--- src/rtl/pc_sequencer.sv ---
// Program-counter controller for the 3BC processor: launches a program,
// steps the PC per retired instruction, resolves taken relative branches via
// the target LUT, and flags halt / out-of-range targets with statistics.
//
// state   | meaning
// --------+------------------------------------------------------------
// IDLE    | after reset, waiting for Start
// LAUNCH  | one-cycle fetch latency, PC already at ProgBase
// RUN     | executing; PC advances or branches each non-stalled cycle
// HALTED  | halt retired; PC/counters frozen until Start
// FAULT   | PC would leave the address space; frozen until Start
module pc_sequencer #(
    parameter int PC_W  = 10,
    parameter int OFF_W = 11,
    parameter int IDX_W = 4,
    parameter int CNT_W = 16
) (
    input  logic             Clk,
    input  logic             Reset,
    input  logic             Start,
    input  logic [PC_W-1:0]  ProgBase,
    input  logic             Stall,
    input  logic             BranchEn,
    input  logic             BranchCond,
    input  logic             HaltReq,
    input  logic [IDX_W-1:0] LutIdx,
    output logic [IDX_W-1:0] LutIdxOut,
    input  logic [OFF_W-1:0] LutOffset,
    output logic [PC_W-1:0]  PC,
    output logic             Running,
    output logic             Done,
    output logic             Fault,
    output logic [CNT_W-1:0] InstrCount,
    output logic [CNT_W-1:0] BranchCount
);

    // Two extra bits hold both a negative result and a carry past the top
    // address; the offset must fit inside that width.
    localparam int T_W = PC_W + 2;

    typedef enum logic [2:0] {
        S_IDLE,
        S_LAUNCH,
        S_RUN,
        S_HALTED,
        S_FAULT
    } state_t;

    state_t                 state;
    logic signed [T_W-1:0]  target;
    logic                   target_ok;
    logic                   pc_at_top;
    logic [CNT_W-1:0]       instr_next;
    logic [CNT_W-1:0]       branch_next;

    // The LUT lookup is purely combinational, so the index passes straight through.
    assign LutIdxOut = LutIdx;

    // Branch target, range check and saturating counter increments.
    always_comb begin
        target      = $signed({2'b00, PC}) + T_W'($signed(LutOffset));
        target_ok   = (target[T_W-1:PC_W] == '0);
        pc_at_top   = &PC;
        instr_next  = (&InstrCount)  ? InstrCount  : InstrCount  + CNT_W'(1);
        branch_next = (&BranchCount) ? BranchCount : BranchCount + CNT_W'(1);
    end

    // Sequencer FSM with registered status outputs.
    always_ff @(posedge Clk) begin
        if (Reset) begin
            state       <= S_IDLE;
            PC          <= '0;
            Running     <= 1'b0;
            Done        <= 1'b0;
            Fault       <= 1'b0;
            InstrCount  <= '0;
            BranchCount <= '0;
        end else begin
            case (state)
                S_IDLE, S_HALTED, S_FAULT: begin
                    if (Start) begin
                        state       <= S_LAUNCH;
                        PC          <= ProgBase;
                        InstrCount  <= '0;
                        BranchCount <= '0;
                        Running     <= 1'b1;
                        Done        <= 1'b0;
                        Fault       <= 1'b0;
                    end
                end
                S_LAUNCH: begin
                    state <= S_RUN;
                end
                S_RUN: begin
                    if (Stall) begin
                        state <= S_RUN;
                    end else if (HaltReq) begin
                        // Halt wins over a simultaneous branch.
                        state      <= S_HALTED;
                        InstrCount <= instr_next;
                        Running    <= 1'b0;
                        Done       <= 1'b1;
                    end else if (BranchEn && BranchCond) begin
                        InstrCount <= instr_next;
                        if (target_ok) begin
                            PC          <= target[PC_W-1:0];
                            BranchCount <= branch_next;
                        end else begin
                            state   <= S_FAULT;
                            Running <= 1'b0;
                            Done    <= 1'b1;
                            Fault   <= 1'b1;
                        end
                    end else begin
                        InstrCount <= instr_next;
                        if (pc_at_top) begin
                            // Falling off the end of memory is a fault, never a wrap.
                            state   <= S_FAULT;
                            Running <= 1'b0;
                            Done    <= 1'b1;
                            Fault   <= 1'b1;
                        end else begin
                            PC <= PC + PC_W'(1);
                        end
                    end
                end
                default: begin
                    state <= S_IDLE;
                end
            endcase
        end
    end

endmodule

--- config.mk ---
export PLATFORM = sky130hd
export DESIGN_NAME = pc_sequencer
export DESIGN_NICKNAME = d
export VERILOG_FILES = /design/src/rtl/pc_sequencer.sv
export SDC_FILE = /design/constraint.sdc
export NUM_CORES = 1
export LEC_CHECK = 0
export ABC_AREA = 1
export CAP_MARGIN = 30
export CORE_ASPECT_RATIO = 1.25
export CORE_MARGIN = 2
export CORE_UTILIZATION = 40
export CTS_BUF_LIST = sky130_fd_sc_hd__clkbuf_2
export CTS_CLUSTER_SIZE = 16
export DETAILED_ROUTE_END_ITERATION = 10
export HOLD_SLACK_MARGIN = 0.12
export PLACE_DENSITY = 0.78
export SYNTH_ARGS = -nofsm -noshare
export SYNTH_HDL_FRONTEND = slang
export SYNTH_SLANG_ARGS = --single-unit
export TNS_END_PERCENT = 1
--- constraint.sdc ---
create_clock -name Clk -period 5 [get_ports Clk]
set_input_delay 0.75 -clock Clk [delete_from_list [all_inputs] [get_ports Clk]]
set_output_delay 0.75 -clock Clk [all_outputs]
set_load 0.005 [all_outputs]
* Yosys cells after proc, flatten, opt, wreduce, memory -nomap -nowiden
Index checks and enable logic that the tools add are counted.
Operators by class: equal/unequal tests 19, add/sub/neg operators 4, shifts and indexed selects 0, bitwise logic cells 0, reduce and logical (&&, ||, !) cells 14, magnitude comparators 0, muxes and demuxes 41, divide/modulo/power cells 0, multipliers 0
Operators with widths (count):
- $mux 16 | 8
- $pmux 16 s2 | 2
- $mux 10 | 6
- $add 16x1->16 const B | 2
- $reduce_and 16->1 | 2
- $pmux 10 s2 | 1
- $mux 3 | 6
- $mux 1 | 14
- $ne 2x2->1 const B | 7
- $add 11x11->12 | 1
- $ne 3x3->1 const B | 4
- $reduce_and 6->1 | 2
- $add 10x1->10 const B | 1
- $ne 5x5->1 const B | 2
- $reduce_and 10->1 | 1
- $pmux 3 s3 | 1
- $ne 4x4->1 const B | 2
- $reduce_and 7->1 | 1
- $eq 3x2->1 const B | 2
- $pmux 1 s2 | 3
- $reduce_and 5->1 | 1
- $reduce_and 4->1 | 1
- $eq 3x1->1 const B | 1
- $eq 3x3->1 const B | 1
- 6 further kinds | 6
Storage, ports and cells: bits in writable memories 0, word-level logic and storage cells 85, latch bits 0, flip-flop bits (word level) 48, memories 0, memory bits (read-only) 0, bits of input ports 32

* Depth between registers and ports, before layout
depth in word-level cells 7, mapped depth 16

* Worst setup path after synthesis
OpenSTA, ideal clock, no wires.
kind input to register, start point input LutOffset[0], end point register PC[5], cell stages on the path 11, path buffers 1, slack 2684 ps, arrival time 2186 ps, path through ha_1 fa_1 nand3_1 nand3_1 nand2_1 nand3_1 nand2_4 inv_4 buf_6 o21ai_1 nor2_1
On the way: cells in the longest elaborated chain, start to end 6, elaborated cells on any way between the ends 9, those cells by class add/sub (1); eq/ne (1); mux (5); reduce/logical (2)
RTL lines:
- from (decl) | RTL line 28 | input logic [OFF_W-1:0] LutOffset,
- $add 11x11->12 * | RTL line 61 | target = $signed({2'b00, PC}) + T_W'($signed(LutOffset));
- $mux 10 | RTL line 105 | if (target_ok) begin
- $mux 10 | RTL line 103 | end else if (BranchEn && BranchCond) begin
- $mux 10 | RTL line 97 | end else if (HaltReq) begin
- $mux 10 | RTL line 95 | if (Stall) begin
- $pmux 10 s2 | RTL line 79 | case (state)
- to (signal assigned) | RTL line 83 | PC <= ProgBase;
- to (signal assigned) | RTL line 106 | PC <= target[PC_W-1:0];
- to (signal assigned) | RTL line 123 | PC <= PC + PC_W'(1);
- to (decl) | RTL line 29 | output logic [PC_W-1:0] PC,
Mark *: on every way between the ends. The rest lies on a longest branch, timed or not. The select of a mux whose other input is x is not followed. A chain may end at the register's enable or synchronous reset.

* Worst setup path in the final report
start point input LutOffset[8], end point register BranchCount[10]
On the way: cells in the longest elaborated chain, start to end 4
RTL lines:
- $add 11x11->12 | RTL line 61
- $logic_not 2->1 | RTL line 62 | target_ok = (target[T_W-1:PC_W] == '0);
- $ne 2x2->1 (no line)
- $reduce_and 7->1 (no line)
- to (signal assigned) | RTL line 107 | BranchCount <= branch_next;
- to (decl) | RTL line 34 | output logic [CNT_W-1:0] BranchCount
Every way passes these cells.

==> impl_summary.log <==
INFO  metric hold-path-cell-count = 2
INFO  metric wire_per_inst = approximately 13 um
INFO  metric timing.fmax = around 0.35 GHz
INFO  metric io-pin-count = 81
INFO  metric rsz0062_at_grt = false
INFO  metric path_cells = clkdlybuf4s50_1 -> ha_1 -> nand2_1 -> nand2_1 -> a21boi_0 -> nand3_1 -> nand2_1 -> nand2_1 -> nand2_1 -> nand2_1 -> nand2_2 -> inv_2 -> nor2_1 -> nor2_1
INFO  metric compound_cell_area_share_of_the_yosys_netlist = 12.9%
INFO  metric drt_first_iter_violations = 160
INFO  metric finalWirelength = roughly 9300 um
INFO  metric launch_point_of_the_worst_reg_to_reg_path = state[2]
INFO  metric slew_violations = 0
INFO  metric largest_family_of_logic_cells_by_synthesized_area = simple AND/OR/NAND/NOR gates
INFO  metric layout_min_cycle_time = 2850 ps
INFO  metric min_period_over_period = 57.1%
INFO  metric synth_cell_types = 43
INFO  metric fillerInstances = around 850
INFO  metric cts_setup_buffers = 0
INFO  metric setup.worst_path.start_class = input port
INFO  metric final_hold_viol_count = 0
INFO  metric clock_path_buffers = 2
INFO  metric total_power = 1.95 mW
INFO  metric clock_skew = 36.9 ps
INFO  metric initial_utilization = about 42%
INFO  metric cp_data_arrival_time = ~3200 ps
INFO  metric post_cts.resized_instances = 0
INFO  metric drc = 0
INFO  metric cp_top_family = simple AND/OR/NAND/NOR gates
INFO  metric core_region_area = about 8300 um2
INFO  metric final_antenna_net_count = 0
INFO  metric timing_worst_setup_path_type = input port to register
INFO  metric holdBufCountCts = 0
INFO  metric vias_in_the_first_global_route = roughly 3.7k
INFO  metric synth.yosys.warnings = 0
INFO  metric critical_path_required = between 5000 and 6000 ps
INFO  metric synth_async_sr_flop_share = 0%
INFO  metric grt_overflow_total = 0
INFO  metric layout.nets = 665
INFO  metric io_buffers = 72
INFO  metric sequential_cell_area = slightly below 1000 um2
INFO  metric place_inst = roughly 710
INFO  metric clock_net_sink_count = between 40 and 50
INFO  metric dr_total_vias = between 3k and 4k
INFO  metric worst_path_largest_cell_delay = 400 ps
INFO  metric dpl_worst_slack = between 1500 and 2000 ps
INFO  metric die_x = 87.3 um
INFO  metric area_overhead_vs_synth = 23.2%
INFO  metric gp_congestion = approximately 0.97
INFO  metric floorplan.die_area = ~9400 um2
INFO  metric clock_tree.htree_level_count = 2
INFO  metric cts_tree = done
INFO  metric synth-edff-count = 0
INFO  metric synthXorXnorAreaFrac = 2.27%
INFO  metric outcome = finished clean
INFO  metric grt_pass1_wl = approximately 16,000 um
INFO  metric pwr_density_cell = roughly 460 nW/um2
INFO  metric post_drt_via_cell_ratio = 5.38
INFO  metric clockRootBuffer = sky130_fd_sc_hd__clkbuf_2
INFO  metric timing.setup.tns = 0 ps
INFO  metric initial_antenna_violation_count = 0
INFO  metric path_clk_slew = around 230 ps
INFO  metric grt_start_max_net_pins = 27
INFO  metric cts_inserted_buffers = 5
INFO  metric mux_cell_area_share_after_synthesis = 0%
INFO  metric number_of_register_bits_inferred_by_synthesis = 48
INFO  metric multi_input_logic_area = between 2000 and 2500 um2
INFO  metric clkLatencyLatePin = 440 ps
INFO  metric peak_fanout_along_the_critical_path = 16
INFO  metric max_cap_viol_count = 0
INFO  metric drtPass1Iterations = 6
INFO  metric syn_area = 3470 um2
INFO  metric ys_top_cells_by_area = sky130_fd_sc_hd__dfxtp_1 28%, sky130_fd_sc_hd__nand2_1 15%, sky130_fd_sc_hd__nor2_1 8.3%
INFO  metric post_route_cells_drive_above_1_share = 6.77%
INFO  metric final.hold.worst_slack = between 400 and 500 ps
INFO  metric synth_common_cells = 141 x sky130_fd_sc_hd__nand2_1, 77 x sky130_fd_sc_hd__nor2_1, 57 x sky130_fd_sc_hd__nand3_1, 51 x sky130_fd_sc_hd__inv_1, 48 x sky130_fd_sc_hd__dfxtp_1
INFO  metric yosys.area_share.simple = between 40% and 50%
INFO  metric library_cell_with_the_highest_instance_count_after_synthesis = sky130_fd_sc_hd__nand2_1
INFO  metric layout.core_utilization = between 50% and 60%
INFO  metric crit_path_buffers_inverters = 2
INFO  metric most_numerous_cell_on_the_critical_path = sky130_fd_sc_hd__nand2_1
INFO  metric place_area = ~4200 um2
INFO  metric synthDominantAreaCellType = sky130_fd_sc_hd__dfxtp_1
INFO  metric die_height = around 110 um
INFO  metric grt_overall_usage = 19.9%
INFO  metric timing.max_slew.rel_slack = a little under half
INFO  metric syn_area_per_cell = 6.22 um2
INFO  metric static-leakage-power = 1.77 nW
INFO  metric synth_cells = around 560
INFO  metric synth_ff_type = sky130_fd_sc_hd__dfxtp_1
INFO  metric timing.hold.worst.start = Done
INFO  metric dpl_wire_length = 7070 um
INFO  metric worst-slew-pin-transition = 792 ps
INFO  metric placementRows = 37
INFO  metric cp_num_cells = 14
INFO  metric final_design_area_no_fill = 4270 um2
INFO  metric worst_hold_path_type = register to register
INFO  metric vdd.ir_drop.worst = 199 uV
INFO  metric critPathSlowestCell = sky130_fd_sc_hd__clkdlybuf4s50_1
INFO  metric fin_cells = 717
INFO  metric synth_sequential_area_ratio = between 20% and 30%
INFO  metric setup_ws = roughly 2100 ps
INFO  metric timing.critical_path.from = LutOffset[8]
INFO  metric antennaDiodeCount = 0
INFO  metric share_of_synthesized_cell_area_in_full_adder_half_adder_and_majority_cells = 5.27%
INFO  metric synth_top_area_share = 27.7%
INFO  metric finalSetupViolCount = 0
INFO  metric setup.worst_path.end_class = register
INFO  metric postSynthNetCount = 603
INFO  metric rr_worst_depth = 10
[state kept, by name, summed over array words and instances, names as in the netlist]
name and flops:
BranchCount 16, Done 1, Fault 1, InstrCount 16
PC 10, Running 1, state 3
[per-layer routing]
layer	vias to the layer above	track usage (%)	wire (um)
li1	1955	-	-
met1	1769	24.3	4060
met2	113	35.0	4540
met3	23	2.06	436
met4	0	8.68	287
met5	-	0	0
[path summary, 6_finish.rpt]
path | end | slack, ps
worst min-delay path | Done | 470
worst max register to register | BranchCount[7] | 2300
worst min register to register | Done | 470
worst max-delay path | BranchCount[10] | 2150
[kinds of logic (layout without fill, tap and decap cells)]
logic type / count (synthesis) / after routing
compound gates: 81 / 81
simple gates: 330 / 330
xor+xnor: 9 / 9
buf+inv: 75 / 138
flops: 48 / 48
fa+ha+maj: 14 / 14
[worst min-delay path: cells and delay by family (launching register included)]
family / cells / cell delay, ps
buffers and inverters: 1 / 50
flip-flops: 1 / 360
AO/OA/AOI/OAI: 1 / 50
[final cells by class]
type / instances / area share [%]
clock buffer: 6 / 0.703
sequential: 48 / 22.5
timing repair buffer: 72 / 16.9
clock inverter: 2 / 0.820
multi-input combinational: 434 / 51.1
inverter: 58 / 5.16
tap: 97 / 2.84
[cell usage in the layout (no fill, tap or decap), drive strengths merged]
| master | n |
|---|---|
| nand2 | 148 |
| nor2 | 83 |
| clkdlybuf4s50 | 72 |
| nand3 | 60 |
| inv | 57 |
| dfxtp | 48 |
| a21oi | 39 |
| o21ai | 30 |
| nor3 | 15 |
| ha | 13 |
| nand4 | 12 |
| xor2 | 6 |
| clkbuf | 6 |
| or2 | 5 |
| a31oi | 4 |
| nor4 | 3 |
| xnor2 | 3 |
| o22ai | 2 |
| nand3b | 2 |
| clkinv | 2 |
| a21boi | 1 |
| a22oi | 1 |
| nor3b | 1 |
| o21a | 1 |
| o311ai | 1 |
| o211ai | 1 |
| and3 | 1 |
| o211a | 1 |
| fa | 1 |
| bufinv | 1 |
[power by group]
| group | internal (mW) | switching (mW) | leakage (nW) |
|---|---|---|---|
| sequential | 0.476 | 0.130 | 0.393 |
| clock | 0.0859 | 0.126 | 0.0430 |
| combinational | 0.449 | 0.679 | 1.33 |
Power figures use the tool's default switching activity.
